==> config.mk <==
export PLATFORM = sky130hd
export DESIGN_NAME = crossbar_nxm
export DESIGN_NICKNAME = d
export VERILOG_FILES = /design/src/rtl/crossbar_nxm.sv
export SDC_FILE = /design/constraint.sdc
export NUM_CORES = 1
export LEC_CHECK = 0
export ABC_AREA = 1
export BUFFER_PORTS_ARGS = -buffer_cell sky130_fd_sc_hd__buf_4
export CAP_MARGIN = 20
export CORE_AREA = 4 4 151 153
export DETAILED_ROUTE_END_ITERATION = 16
export DIE_AREA = 0 0 155 157
export SYNTH_ARGS = -nofsm -noshare
export SYNTH_HDL_FRONTEND = slang
export SYNTH_SLANG_ARGS = --single-unit
==> constraint.sdc <==
create_clock -name clk -period 4.2 [get_ports clk]
set_input_delay 1.26 -clock clk [delete_from_list [all_inputs] [get_ports clk]]
set_output_delay 1.26 -clock clk [all_outputs]
set_load 0.005 [all_outputs]
==> src/rtl/crossbar_nxm.sv <==
// crossbar_nxm: N-master x M-slave req/ack crossbar with one arbiter and grant FSM per slave port.
// Define CROSSBAR_RR_ARB_EN for round-robin arbitration; otherwise fixed priority (lowest index wins).
module crossbar_nxm #(
    parameter int N_MASTERS = 2,
    parameter int N_SLAVES  = 2,
    parameter int ADDR_W    = 32,
    parameter int DATA_W    = 32
) (
    input  logic                          clk,
    input  logic                          rst_n,
    input  logic [N_MASTERS-1:0]          master_req,
    input  logic [N_MASTERS-1:0]          master_cmd,
    input  logic [N_MASTERS*ADDR_W-1:0]   master_addr,
    input  logic [N_MASTERS*DATA_W-1:0]   master_wdata,
    output logic [N_MASTERS-1:0]          master_ack,
    output logic [N_MASTERS*DATA_W-1:0]   master_rdata,
    output logic [N_SLAVES-1:0]           slave_req,
    output logic [N_SLAVES-1:0]           slave_cmd,
    output logic [N_SLAVES*ADDR_W-1:0]    slave_addr,
    output logic [N_SLAVES*DATA_W-1:0]    slave_wdata,
    input  logic [N_SLAVES-1:0]           slave_ack,
    input  logic [N_SLAVES*DATA_W-1:0]    slave_rdata
);
    localparam int MW = $clog2(N_MASTERS);
    localparam int SW = $clog2(N_SLAVES);

    localparam logic [1:0] IDLE  = 2'd0;
    localparam logic [1:0] GRANT = 2'd1;
    localparam logic [1:0] RDATA = 2'd2;

    logic [N_MASTERS-1:0]        ack_by_slave   [N_SLAVES];
    logic [N_MASTERS*DATA_W-1:0] rdata_by_slave [N_SLAVES];

    for (genvar s = 0; s < N_SLAVES; s++) begin : g_slave
        logic [1:0]                  state;
        logic [MW-1:0]               gnt_idx;
        logic [MW-1:0]               winner;
        logic [N_MASTERS-1:0]        hit;
        logic                        in_grant;
        logic                        sel_cmd;
        logic [ADDR_W-1:0]           sel_addr;
        logic [DATA_W-1:0]           sel_wdata;
        logic [N_MASTERS-1:0]        ack_local;
        logic [N_MASTERS*DATA_W-1:0] rdata_local;

        // Masters currently requesting and whose top address bits select this slave
        always_comb begin
            hit = '0;
            for (int m = 0; m < N_MASTERS; m++)
                hit[m] = master_req[m] && (master_addr[m*ADDR_W + ADDR_W-1 -: SW] == SW'(s));
        end

`ifdef CROSSBAR_RR_ARB_EN
        logic [MW-1:0] last_gnt;
        logic          found;
        int            idx;

        always_comb begin
            winner = '0;
            found  = 1'b0;
            idx    = 0;
            for (int k = 0; k < N_MASTERS; k++) begin
                idx = int'(last_gnt) + 1 + k;
                if (idx >= N_MASTERS)
                    idx = idx - N_MASTERS;
                if (!found && hit[idx]) begin
                    found  = 1'b1;
                    winner = MW'(idx);
                end
            end
        end

        // Pointer moves only when the slave actually takes the transfer
        always_ff @(posedge clk) begin
            if (!rst_n)
                last_gnt <= MW'(N_MASTERS-1);
            else if (in_grant && slave_ack[s])
                last_gnt <= gnt_idx;
        end
`else
        always_comb begin
            winner = '0;
            for (int k = N_MASTERS-1; k >= 0; k--)
                if (hit[k])
                    winner = MW'(k);
        end
`endif

        always_ff @(posedge clk) begin
            if (!rst_n) begin
                state   <= IDLE;
                gnt_idx <= '0;
            end else begin
                case (state)
                    IDLE: begin
                        if (|hit) begin
                            gnt_idx <= winner;
                            state   <= GRANT;
                        end
                    end
                    GRANT: begin
                        if (slave_ack[s])
                            state <= sel_cmd ? IDLE : RDATA;
                    end
                    RDATA:   state <= IDLE;
                    default: state <= IDLE;
                endcase
            end
        end

        assign in_grant = (state == GRANT);

        always_comb begin
            sel_cmd   = master_cmd[gnt_idx];
            sel_addr  = master_addr[gnt_idx*ADDR_W +: ADDR_W];
            sel_wdata = master_wdata[gnt_idx*DATA_W +: DATA_W];
        end

        assign slave_req[s]                    = in_grant;
        assign slave_cmd[s]                    = in_grant & sel_cmd;
        assign slave_addr[s*ADDR_W +: ADDR_W]  = in_grant ? sel_addr : '0;
        assign slave_wdata[s*DATA_W +: DATA_W] = in_grant ? sel_wdata : '0;

        // Return paths stay zero except toward the granted master
        always_comb begin
            ack_local   = '0;
            rdata_local = '0;
            if (in_grant)
                ack_local[gnt_idx] = slave_ack[s];
            if (state == RDATA)
                rdata_local[gnt_idx*DATA_W +: DATA_W] = slave_rdata[s*DATA_W +: DATA_W];
        end

        assign ack_by_slave[s]   = ack_local;
        assign rdata_by_slave[s] = rdata_local;
    end

    always_comb begin
        master_ack   = '0;
        master_rdata = '0;
        for (int j = 0; j < N_SLAVES; j++) begin
            master_ack   = master_ack | ack_by_slave[j];
            master_rdata = master_rdata | rdata_by_slave[j];
        end
    end

endmodule
==> summary.txt <==
CTS
  – Clock root buffer: clkbuf_16
  – Worst skew pair latency: 0.23 ns
  – CTS Hold Bufs: 0
  – Post-CTS Setup Inserts: 0
  – Post_cts resized: 0
  – Htree depth: 1
  – Clock buffer depth: 2
  – TritonCTS Buffers: 3
  – Num Clock Sinks: 6
  – CTS tree: yes
  – Clock slew at reported path FFs: 0.03 ns

Yosys
  – Mapped Cells: 665
  – Synth Area per Inst: 4.59 sq um
  – Synthesized flop and latch total: 6
  – Sequential cell area fraction in the yosys report: 0.0394
  – Post-Syn Area: 0.00305 sq mm
  – Yosys warning total: 0
  – Cell variety after synth: 19
  – Syn_nets: 865

Critical path
  – Arrival time worst endpoint: slightly above 2 ns
  – Crit path max-delay family: buffers and inverters
  – Worst Setup End Kind: primary output
  – Crit-path slowest cell: inv_2
  – Critical Path RT: 2.94 ns
  – FF-to-FF Start: g_slave[0].gnt_idx
  – Critical Path Max Stage Delay: 0.57 ns
  – FF-to-FF setup slack: approximately 2.9 ns
  – Critical path cell sequence: inv_2, nor2_4, buf_4, inv_2, buf_4, a21oi_1, buf_4
  – Most frequent cell on the critical path: buf_4
  – Setup CP Type: flip-flop to primary output
  – CP max FO: 35
  – Critical Path Start Type: flip-flop
  – Buffers plus inverters on the worst setup path: 5
  – CP startpoint: g_slave[0].state[0]

Status
  – Status: completed

Drt
  – Wire per inst: 15.3 microns
  – Total Wirelength: 20,000 microns
  – WL met3: 1870 microns
  – Drt drc: 0
  – Top layer in use: met4
  – DRT antenna net count: 0
  – Via count: 5,746
  – Met2 WL: 9760 microns
  – Wl on met1: 7970 microns
  – Vias per cell: 4.41
  – Drt first pass iters: 5
  – Drt first-iter violations: 383

Die
  – Initial Util: 0.142
  – I/O pin count: 398
  – Die Ht: 157 microns
  – Die area: 0.0243 sq mm
  – Cell Rows: 54
  – Core Region: 0.0216 sq mm
  – Die X: 155 microns

Worst hold path
  – Hold Crit Start: g_slave[1].state[1]
  – HP Class: flip-flop to flip-flop

STA
  – Final Max Slew Viols: 0
  – Setup violations, final: 0
  – Fin. Hold Viols: 0
  – Worst slew margin: 0.478
  – TNS Setup: 0 ns
  – Clock skew: 0.000191 ns
  – Slew of the pin with the lowest slew margin: slightly below 0.8 ns
  – Max Fclk: 304 MHz
  – Crit path time final: 3.29 ns
  – Unrepaired setup endpoints after global routing: false
  – Final worst-path cycle share: 0.784
  – Hold Worst Slack: approximately 0.56 ns

Final layout
  – Seq. cell area: 125 sq um
  – Commonest non-fill, non-tap cell in the layout: buf_4
  – Multi-input combinational cell area: between 0.002 and 0.0025 sq mm
  – # fillers: 2,512
  – ANT cells: 0
  – Fin nets: 1,223
  – Layout area overhead: 106%
  – Most frequent cells in the layout: 409 x buf_4, 303 x nand2_1, 121 x a21oi_1
  – Layout cell share with drive strength beyond 1: 0.426

Place
  – Port-buffer cells: approximately 400
  – Routability cong.: 0.849
  – HPWL Detailed: between 15,000 and 20,000 microns

Flow run
  – Max Cap Viol: 0

Global route
  – GRT Overall Usage: 0.148
  – Largest net degree at the start of global routing: between 50 and 60
  – Number of global-route vias before repair: 5,531
  – Initial antenna violation count: 0
  – Total gr overflow: 0
  – First-pass GRT wire length: 29,900 microns

Power
  – Power Dens Cells: about 130 mW/mm^2
  – Peak supply drop: about 0.096 mV
  – Leakage power figure: ~0.0034 uW
==> state kept, by name (all words and copies together) (netlist names) <==
name             count
g_slave.state        4
g_slave.gnt_idx      2
==> kinds of logic (layout without fill, tap and decap cells) <==
group | Yosys count | count (layout) | share of synthesized area
AO/OA/AOI/OAI | 202 | 202 | 0.345
buffers and inverters | 105 | 462 | 0.158
flip-flops | 6 | 6 | 0.0394
AND/OR/NAND/NOR | 352 | 352 | 0.458
==> path summary, 6_finish.rpt <==
kind,cells past startpoint,end
min,3,g_slave[1].gnt_idx
min reg2reg,3,g_slave[1].gnt_idx
max reg2reg,3,g_slave[0].state[1]
max,7,slave_wdata[19]
==> cell usage after synthesis <==
library cell	n	area, sq um
a21oi_1	121	606
a21oi_2	11	96.3
and2_1	2	12.5
buf_2	22	110
buf_4	4	30.0
buf_6	6	67.6
clkbuf_1	26	97.6
dfxtp_1	6	120
inv_1	43	161
inv_2	4	15.0
nand2_1	304	1140
nand3_1	37	185
nor2_1	5	18.8
nor2_2	1	6.26
nor2_4	1	11.3
nor3_1	1	5.00
nor3_4	1	16.3
o21ai_0	59	295
o21ai_1	11	55.1
==> through the flow <==
stage                      util  std cells  setup WS, ns  power, uW  instance area [sq um]
after floorplan               -        665          1.34        296                   3050
after global placement    0.288       1298         0.902        652                   6210
after detailed placement  0.288       1298         0.883        653                   6210
after CTS                 0.292       1302         0.826        816                   6290
after global routing      0.292       1302         0.753        876                   6290
final                     0.292       1302         0.907        805                   6290
==> power breakdown <==
part	internal, uW	switching [uW]	leakage (uW)
Sequential	60.9	4.99	0.0000503
Clock	126	31.0	0.0000382
Combinational	289	293	0.00328
Total	476	329	0.00337
==> worst reg2reg max path: stages (launching register included) <==
cell and delay [ns]:
dfxtp_4 0.36, inv_2 0.43, o21ai_1 0.29, nor3_1 0.17
==> layout make-up <==
cell class / instances / share of cell area
clock buffers: 4 / 0.0125
inverters: 47 / 0.0280
multi-input cells: 554 / 0.390
flip-flops and latches: 6 / 0.0199
well taps: 280 / 0.0557
repair buffers: 411 / 0.494
==> routing by layer <==
metal,global-route usage,up-vias
met5,0,-
met3,0.0330,26
met1,0.190,2564
met4,0.0357,0
met2,0.253,304
li1,-,2852
No activity file was read; power rests on OpenSTA's default activity.
